### config.mk
export PLATFORM = sky130hd
export DESIGN_NAME = if_fetch_queue
export DESIGN_NICKNAME = d
export VERILOG_FILES = /design/src/rtl/if_fetch_queue.sv
export SDC_FILE = /design/constraint.sdc
export NUM_CORES = 1
export LEC_CHECK = 0
export CORE_ASPECT_RATIO = 2
export CORE_MARGIN = 10
export CORE_UTILIZATION = 48
export DETAILED_ROUTE_END_ITERATION = 6
export GPL_TIMING_DRIVEN = 0
export PLACE_DENSITY = 0.8
export SLEW_MARGIN = 20
export SYNTH_ARGS = -nofsm -noshare
export SYNTH_HDL_FRONTEND = slang
export SYNTH_SLANG_ARGS = --single-unit
### constraint.sdc
create_clock -name clk -period 4.9 [get_ports clk]
set_clock_uncertainty 0.05 [all_clocks]
set_input_delay 0.49 -clock clk [delete_from_list [all_inputs] [get_ports clk]]
set_output_delay 0.49 -clock clk [all_outputs]
set_load 0.01 [all_outputs]
### src/rtl/if_fetch_queue.sv
// Instruction-fetch queue sitting between the PC register and ID.
// Issues pc_i to a fixed-latency imem every cycle that there is credit,
// tracks in-flight requests in a valid shift register, and buffers the
// returned {pc, instr} pairs in a small FIFO whose head feeds ID.
// fetch_hold_o tells the PC register to hold when no credit is left.
module if_fetch_queue #(
   parameter int unsigned DEPTH    = 2,
   parameter int unsigned IMEM_LAT = 1,
   parameter logic [31:0] RESET_PC = 32'hFFFF_FFFC,
   parameter logic [31:0] NOP      = 32'h0000_0013
) (
   input  logic        clk,
   input  logic        rst,
   input  logic [31:0] pc_i,
   output logic [31:0] imem_addr_o,
   output logic        imem_req_o,
   input  logic [31:0] imem_rdata_i,
   input  logic        id_ready_i,
   input  logic        flush_i,
   output logic        id_valid_o,
   output logic [31:0] id_pc_o,
   output logic [31:0] id_instr_o,
   output logic        fetch_hold_o
);

   localparam int PW = $clog2(DEPTH);
   localparam int CW = PW + 1;

   typedef struct packed {
      logic [31:0] pc;
      logic [31:0] instr;
   } entry_t;

   // in-flight pipe: stage 0 is the request just issued, stage IMEM_LAT-1 is
   // the one whose instruction is on imem_rdata_i this cycle
   logic [IMEM_LAT-1:0]       vld_pipe;
   logic [IMEM_LAT-1:0][31:0] pc_pipe;

   entry_t          mem [DEPTH];
   logic [PW-1:0]   wr_ptr, rd_ptr;
   logic [CW-1:0]   count;
   logic [31:0]     inflight;
   logic [31:0]     credit;
   logic            push, pop;
   entry_t          head;

   // count of requests still owed a queue slot
   always_comb begin
      inflight = '0;
      for (int i = 0; i < IMEM_LAT; i++)
         inflight = inflight + 32'(vld_pipe[i]);
   end

   // credit: every queued or in-flight entry owns a slot; a pop this cycle
   // frees one, so hold only when a new request would overrun the queue
   always_comb begin
      pop          = id_valid_o & id_ready_i & ~flush_i;
      credit       = 32'(count) + inflight - 32'(pop);
      fetch_hold_o = rst & (credit >= DEPTH);
      imem_req_o   = rst & ~flush_i & ~fetch_hold_o & (pc_i != RESET_PC);
      push         = vld_pipe[IMEM_LAT-1] & ~flush_i;
   end

   assign imem_addr_o = pc_i;

   // in-flight valid shift register; reset and flush kill every stage
   always_ff @(posedge clk) begin
      if (!rst || flush_i) begin
         vld_pipe <= '0;
      end else begin
         vld_pipe[0] <= imem_req_o;
         for (int i = 1; i < IMEM_LAT; i++)
            vld_pipe[i] <= vld_pipe[i-1];
      end
   end

   // in-flight PCs travel alongside their valid bits; no reset needed
   always_ff @(posedge clk) begin
      pc_pipe[0] <= pc_i;
      for (int i = 1; i < IMEM_LAT; i++)
         pc_pipe[i] <= pc_pipe[i-1];
   end

   // queue storage, written at the tail on push
   always_ff @(posedge clk) begin
      if (push)
         mem[wr_ptr] <= '{pc: pc_pipe[IMEM_LAT-1], instr: imem_rdata_i};
   end

   // pointers and occupancy; flush behaves exactly like reset here
   always_ff @(posedge clk) begin
      if (!rst || flush_i) begin
         wr_ptr <= '0;
         rd_ptr <= '0;
         count  <= '0;
      end else begin
         if (push) wr_ptr <= wr_ptr + 1'b1;
         if (pop)  rd_ptr <= rd_ptr + 1'b1;
         case ({push, pop})
            2'b10:   count <= count + 1'b1;
            2'b01:   count <= count - 1'b1;
            default: count <= count;
         endcase
      end
   end

   // credit accounting must make a push into a full queue impossible
   always_ff @(posedge clk) begin
      if (rst)
         assert (!(push && !pop && count == CW'(DEPTH)));
   end

   // head presented straight from queue registers; NOP/0 when empty
   always_comb begin
      head       = mem[rd_ptr];
      id_valid_o = (count != '0);
      id_pc_o    = id_valid_o ? head.pc    : 32'h0;
      id_instr_o = id_valid_o ? head.instr : NOP;
   end

endmodule
Yosys cells after proc, flatten, opt, wreduce, memory -nomap -nowiden
Memory sizes are Yosys's and may differ from the RTL's. A register that Yosys moved wholly into a read port is not among the register bits.
Cells that the tools add are included.

word-level totals
  bits in writable memories = 128
  memories = 1
  bits of input ports = 68
  bits in registers = 37

cells by class
  $lt $le $gt $ge = 1
  reductions and logical operators = 4
  $add $sub $neg = 6
  muxes and demuxes = 7
  bitwise logic cells = 9
  eq/ne operators = 3

memories
  name  words  bits a word  read ports  clocked after Yosys merged registers in  wr ports  line  text
  mem   2      64           1           1                                        1         39    entry_t mem [DEPTH];

operators with widths
  kind                    count
  $mux W32                2
  $ge A32 B2 Y1 const B   1
  $ne A32 B32 Y1 const B  1
  $and A1 B1 Y1           7
  $mux W1                 4
  $pmux W2 S2             1
  $reduce_bool A2 Y1      2
  $sub A3 B1 Y4           1
  $add A2 B1 Y3           1
  $add A1 B1 Y1 const B   2
  $add A2 B1 Y2 const B   1
  $eq A2 B1 Y1 const B    1
  $eq A2 B2 Y1 const B    1
  $not A1 Y1              2
  $sub A2 B1 Y2 const B   1
  $logic_not A1 Y1        1
  $logic_or A1 B1 Y1      1

Depth between registers and ports, before layout
Gate-level depths: netlist of run 1.

  word-level depth = 9
  gate-level depth with buffers = 9
  mapped depth without buffers = 9

Worst setup path before layout of run 1
No wires, ideal clock.

  path kind = input to register
  from = in flush_i
  to = mem mem[0][0] (netlist bit), enable pin
  data required time = 4.364 ns
  arrival = 3.339 ns
  stages = 2
  setup slack = 1.025 ns
  buffers on the path = 0
  cell sequence = nand2b_1 -> nor2_1

on the way
  cells in the longest elaborated chain, start to end = 4

RTL lines
  what                           line  text
  start: declaration             19    input logic flush_i,
  $not A1 Y1                     61    push = vld_pipe[IMEM_LAT-1] & ~flush_i;
  $and A1 B1 Y1                  61
  $mux W1                        86    if (push)
  $mux W1 (not written as such)  87    mem[wr_ptr] <= '{pc: pc_pipe[IMEM_LAT-1], instr: imem_rdata_i};
  end: declaration               39

No other way between the ends.

Worst setup path in the final report of run 1
  from = reg count[1]
  to = out imem_req_o

on the way
  cells in the longest elaborated chain, start to end = 9
  elaborated cells on any way between the ends = 10
  classes of those cells = add/sub: 2; order compare: 1; bitwise: 6; reduce/logical: 1

RTL lines
  what                         line  text
  start: declaration           41    logic [CW-1:0] count;
  start signal: assignment     100   2'b10: count <= count + 1'b1;
  start signal: assignment     101   2'b01: count <= count - 1'b1;
  start signal: assignment     102   default: count <= count;
  $reduce_bool A2 Y1           116   id_valid_o = (count != '0);
  $and A1 B1 Y1 (2 in series)  57    pop = id_valid_o & id_ready_i & ~flush_i;
  net pop                      44    logic push, pop;
  $sub A3 B1 Y4                58    credit = 32'(count) + inflight - 32'(pop);
  $ge A32 B2 Y1                59    fetch_hold_o = rst & (credit >= DEPTH);
  $and A1 B1 Y1                59
  $not A1 Y1                   60    imem_req_o = rst & ~flush_i & ~fetch_hold_o & (pc_i != RESET_PC);
  $and A1 B1 Y1 (2 in series)  60
  end: declaration             16    output logic imem_req_o,

The timed path passes the listed nets, and every way through them passes these cells.

==> metrics.md, run 1 <==
| Metric | Value |
|---|---|
| Outcome | finished clean |
| Final Hold Vio Count | 0 |
| I/O pin cnt | approximately 170 |
| Vias in the first global route | just over 4,000 |
| Post-Route WL | 14,200 um |
| Peak Freq | about 260 MHz |
| Ys Warns | 0 |
| Largest cells by area after synthesis | edfxtp_1 (63%), dfxtp_1 (12%), mux2i_1 (10%), buf_4 (4.7%), nor2_1 (4.2%) |
| Simple-Gate Fraction of Synth Area | under 10% |
| Die height | ~180 um |
| Largest family of logic cells by synthesized area | multiplexers |
| Post-Syn Area | 6110 sq um |
| Die width | 99.8 um |
| Setup WS post-layout | between 1 and 1.5 ns |
| Avg Synthesized Cell Area | between 15 and 20 sq um |
| Mux cell area share after synthesis | a little over a tenth |
| Gr usage total | ~16% |
| Core Rows | 58 |
| Vias per cell | 4.95 |
| Synth Area in Adders | under 10% |
| Largest net degree at the start of global routing | 28 |
| Routed Antenna Nets | 0 |
| Hpwl dp | 10,800 um |
| CP required | about 4.4 ns |
| Clock tree buffer depth | 2 |
| Crit share post-route | 79.6% |
| Worst-Skew Late Latency | 0.40 ns |
| CORE AREA | around 13,000 sq um |
| Initial antenna violation count | 0 |
| RePlAce Congestion | roughly 0.74 |
| Placed cell area | slightly above 8000 sq um |
| Pwr dens | between 300 and 400 nW/um^2 |
| H-Tree Depth | 4 |
| HP Class | register to register |
| Clock Tree Root | clkbuf_16 |
| FILL cells | 900 |
| Max-cap violations | 0 |
| RSZ-0062 raised after global routing | false |
| Max Transition Viols Final | 0 |
| Post CTS Setup Buffer Count | 0 |
| Layout cell share with drive strength beyond 1 | 13.8% |
| Hold buffer count at cts | 0 |
| Crit end category | output port |
| Nets | between 600 and 700 |
| Tmin final | ~4 ns |
| Startpoint types | register |
| Synth Area in XOR/XNOR | 0.573% |
| I/O Buffers | 166 |
| GR Overflow Total | 0 |
| Synthesized flop and latch total | 166 |
| CTS tree | built |
| Commonest cells after routing, fill and taps aside | clkdlybuf4s50_1 (166), edfxtp_1 (128), nor2_1 (67) |
| Area leader, netlist | edfxtp_1 |
| CTS buffer count | 17 |
| First-pass GRT wire length | between 20,000 and 25,000 um |
| Leading cell type in the layout, fill and taps excluded | clkdlybuf4s50_1 |
| Synth Net Count | between 400 and 500 |
| Asr flop ratio synth | 0% |
| Routed len/inst | 19.3 um |
| EDFF count, synth | 128 |
| Post-route insts no fill | 737 |
| Crit Path Class | register to output port |
| CTS Sinks | around 170 |
| Diodes inserted | 0 |
| Final Setup Violations | 0 |
| Worst Path Max Fanout | 7 |
| Post-route cell area | slightly below 9000 sq um |
| Die area | around 18,000 sq um |
| Cells after Synth | between 300 and 400 |
| Max VDD drop | about 0.00033 V |
| Main synth FF type | edfxtp_1 |
| Pre-antenna DRT Iters | 4 |
| Place WS | between 1 and 1.5 ns |
| Synth Area in Compound Gates | less than 1% |
| Vias | 3,651 |
| Worst slew margin relative to its limit | between 40% and 50% |
| Lkg Pwr | just under 3 nW |
| Initial core utilization | about 49% |
| Sequential-to-total area share from yosys stat | about 75% |
| DP Cell Count | around 710 |
| Clk slew on worst S/H paths | 0.06 ns |
| PostCTS Resize Cnt | 0 |
| Worst Tran Pin Value | roughly 0.83 ns |
| # DRC | 0 |
| Yosys cell types | 22 |
| Yosys top cell area share | a little over three fifths |
| Initial drt markers | around 130 |
| Worst Path Arrival | between 3 and 4 ns |
| Area grow syn2layout | 41.4% |
-- metrics by stage --
stage,power [mW],utilization (%),hold WS (ns),TNS (ns)
after floorplan,1.66,-,0.354,0
after detailed placement,1.80,64.3,0.361,0
final,3.01,68.8,0.377,0
after CTS,3.03,68.8,0.376,0
after global routing,3.10,68.8,0.384,0
after global placement,1.78,63.4,0.355,-89.07
-- flip-flops by register name (all words and copies together), names as in the netlist, named ones only --
| register | cells |
|---|---|
| mem | 128 |
| pc_pipe | 32 |
| count | 2 |
| rd_ptr | 1 |
| vld_pipe | 1 |
| wr_ptr | 1 |
-- worst max-delay path, cell delays in order, from the launching register on --
cell and delay, ns:
dfxtp_1 0.37, o21ai_0 0.33, nor2_1 0.14, ha_1 0.30, inv_1 0.04, ha_1 0.20
fa_1 0.41, nor2b_1 0.12, a21oi_1 0.07, a2111oi_0 0.36, clkdlybuf4s50_1 0.62
-- cell usage after synthesis, types with 3 or more instances --
cell type	count
mux2i_1	64
nand2b_1	3
edfxtp_1	128
ha_1	4
buf_2	7
nor2_1	69
nand2_1	3
buf_4	38
inv_1	6
dfxtp_1	38
nand4_1	7
-- worst paths after layout --
kind,start,to,slack [ns],cells after the start
worst min-delay path,pc_pipe[9],mem[1][41],0.38,0
worst max-delay path,count[1],imem_req_o,1.00,10
worst max register to register,count[1],vld_pipe,2.46,9
worst min register to register,pc_pipe[9],mem[1][41],0.38,0
-- logic make-up after synthesis --
kind of cell               after synthesis
AOI/OAI and AO/OA                        7
xor gates and xnor gates                 4
adders and majority gates                5
buffers and inverters                   51
DFF                                    166
muxes                                   64
and+or+nand+nor                         88
-- layer usage --
layer / GRT usage, % / part of all wire [%] / vias up
met1: 13.7 / 32 / 1789
met4: 7.90 / 2.9 / 0
met2: 31.4 / 61 / 101
li1: - / - / 1742
met3: 3.99 / 4.1 / 19
met5: 0 / 0 / -
-- power by group --
part / total, mW / leakage [nW] / switching [mW] / internal [mW]
registers: 1.57 / 1.48 / 0.0134 / 1.55
clock network: 1.24 / 0.282 / 0.521 / 0.723
logic: 0.197 / 1.17 / 0.0780 / 0.119
total: 3.01 / 2.93 / 0.613 / 2.39
-- cell type report --
cell class	count	area, sq um	area share (%)
inverter	6	22.5	0.261
buffer	45	320	3.71
clock inverter	12	124	1.43
sequential	166	4600	53.3
tap	150	188	2.17
timing repair buffer	170	1760	20.3
multi-input combinational	168	1180	13.7
clock buffer	20	447	5.17
Note: power is estimated with default switching activity, not from simulation.
==> inputs of run 2 (changes only) <==
- CORE_UTILIZATION: 48 -> 43
- PLACE_DENSITY: 0.8 -> 0.75
- clock period: 4.9 -> 3.2 ns (I/O delays scaled with it)
==> metrics.md, run 2 (synthesis gave the netlist of run 1 again) <==
| Metric | Value |
|---|---|
| Commonest cells after routing, fill and taps aside | clkdlybuf4s50_1 (164), edfxtp_1 (128), nor2_1 (66) |
| Worst slew margin relative to its limit | 49.4% (+5.1 points) |
| Die area | 19,700 sq um (+9.8%) |
| CORE AREA | 14,000 sq um (+11%) |
| Area grow syn2layout | 43.4% |
| Lkg Pwr | 2.97 nW (+1.4%) |
| First-pass GRT wire length | 22,400 um (+2.0%) |
| Reg2Reg Depth | 9 (unchanged) |
| Routed len/inst | 18.5 um (-4.1%) |
| Startpoint types | register |
| Reg with most FFs | mem |
| Worst Tran Pin Value | 0.757 ns (-0.0780 ns) |
| Nets | 650 (+0.46%) |
| Die height | 189 um (+5.0%) |
| Largest net degree at the start of global routing | 24 (-14%) |
| Crit share post-route | roughly 94% |
| Peak Freq | 331 MHz |
| Hpwl dp | 11,000 um (+1.4%) |
| Routed Antenna Nets | 0 (unchanged) |
| Outcome | finished clean |
| Crit end category | output port |
| Max VDD drop | 0.000399 V (+22%) |
| Vias | 3,696 (+1.2%) |
| GR Overflow Total | 0 (unchanged) |
| Clk slew on worst S/H paths | 0.06 ns (about the same) |
| CTS buffer count | 17 (unchanged) |
| Final hold slack | 0.358 ns (-0.0185 ns) |
| Pre-antenna DRT Iters | 4 (unchanged) |
| Tmin final | a little over 3 ns |
| Vias per cell | 4.74 (-4.2%) |
| RSZ-0062 raised after global routing | false |
| Initial antenna violation count | 0 (unchanged) |
| Post-Route WL | 14,400 um (+1.4%) |
| Clock Tree Root | clkbuf_16 |
| Hold Crit Depth | 1 (+1) |
| HP Class | primary input to register |
| RePlAce Congestion | 0.758 (+1.8%) |
| Max FFs per register | 128 (unchanged) |
| Final Setup Violations | 0 (unchanged) |
| I/O Buffers | 166 (unchanged) |
| Initial drt markers | 110 (-14%) |
| Pwr dens | 527 nW/um^2 (+51%) |
| CP required | 2.83 ns (-1.53 ns) |
| Setup_tns | 0 ns (unchanged) |
| Worst-Skew Late Latency | 0.41 ns (about the same) |
| # DRC | 0 (unchanged) |
| Worst Path Arrival | 2.65 ns (-0.71 ns) |
| I/O pin cnt | 167 (unchanged) |
| Diodes inserted | 0 (unchanged) |
| Clock tree buffer depth | 2 (unchanged) |
| Leading cell type in the layout, fill and taps excluded | clkdlybuf4s50_1 |
| H-Tree Depth | 4 (unchanged) |
| Core Rows | 61 (+5.2%) |
| CTS Sinks | 166 (unchanged) |
| Largest regs | mem (128), pc_pipe (32), count (2) |
| Worst Path Max Fanout | 5 (-2) |
| Crit Path Class | register to output port |
| Layout cell share with drive strength beyond 1 | 15.6% (+1.8 points) |
| Gr usage total | 14.8% (-1.2 points) |
| Final Hold Vio Count | 0 (unchanged) |
| Max-cap violations | 0 (unchanged) |
| Vias in the first global route | 4,118 (+1.1%) |
| Initial core utilization | 43.8% (-4.9 points) |
| Die width | 104 um (+4.5%) |
| Max Transition Viols Final | 0 (unchanged) |
| CTS tree | built |
[run 2: final cells by class]
type / count / area (sq um)
Fill cell: 1040 / 5200
Buffer: 45 / 320
Timing Repair Buffer: 173 / 1820
Clock buffer: 19 / 453
Inverter: 6 / 22.5
Clock inverter: 13 / 108
Multi-Input combinational cell: 168 / 1200
Sequential cell: 166 / 4600
Tap cell: 189 / 236
[run 2: power by group]
part	leakage, nW	internal, mW	switching [mW]
clock network	0.284	1.06	0.848
logic	1.21	0.187	0.122
registers	1.48	2.38	0.0209
[run 2: through the flow]
step                worst slack [ns]  instances  area, sq um  utilization [%]  power, mW
finish                         0.177        779         8770             62.8       4.62
detailed placement            -0.296        746         8190             58.6       2.76
CTS                           0.0371        778         8750             62.7       4.65
global route                  0.0164        779         8770             62.8       4.76
floorplan                     -0.505        385         6110                -       2.54
global placement               -2.34        740         8010             57.4       2.73
[run 2: worst max-delay path: stages (launching register included)]
cell       delay (ns)
dfxtp_1          0.38
o21ai_2          0.20
nor2_2           0.07
ha_1             0.27
inv_1            0.04
ha_1             0.20
fa_1             0.40
nor2b_1          0.15
a21oi_2          0.07
a2111oi_2        0.26
buf_2            0.19
[run 2: path summary, 6_finish.rpt]
path | startpoint | end | slack (ns)
setup reg to reg | count[0] | vld_pipe | 0.93
hold / removal | pc_i[13] | pc_pipe[13] | 0.36
hold reg to reg | pc_pipe[0] | mem[1][32] | 0.38
setup / recovery | count[0] | imem_req_o | 0.18
[run 2: what timing repair did]
action                                  in CTS  in global routing
endpoints found under the setup margin       2                  2
gates resized for setup                      7                  5
pin swaps                                    0                  1
setup buffers                                0                  1
hold buffers                                 0                  0
[run 2: metal layers]
| metal | vias up | track usage, % | wire [um] |
|---|---|---|---|
| met2 | 115 | 28.6 | 8460 |
| met3 | 30 | 4.17 | 599 |
| met5 | - | 0 | 0 |
| met1 | 1800 | 12.9 | 4730 |
| li1 | 1751 | - | - |
| met4 | 0 | 8.67 | 595 |
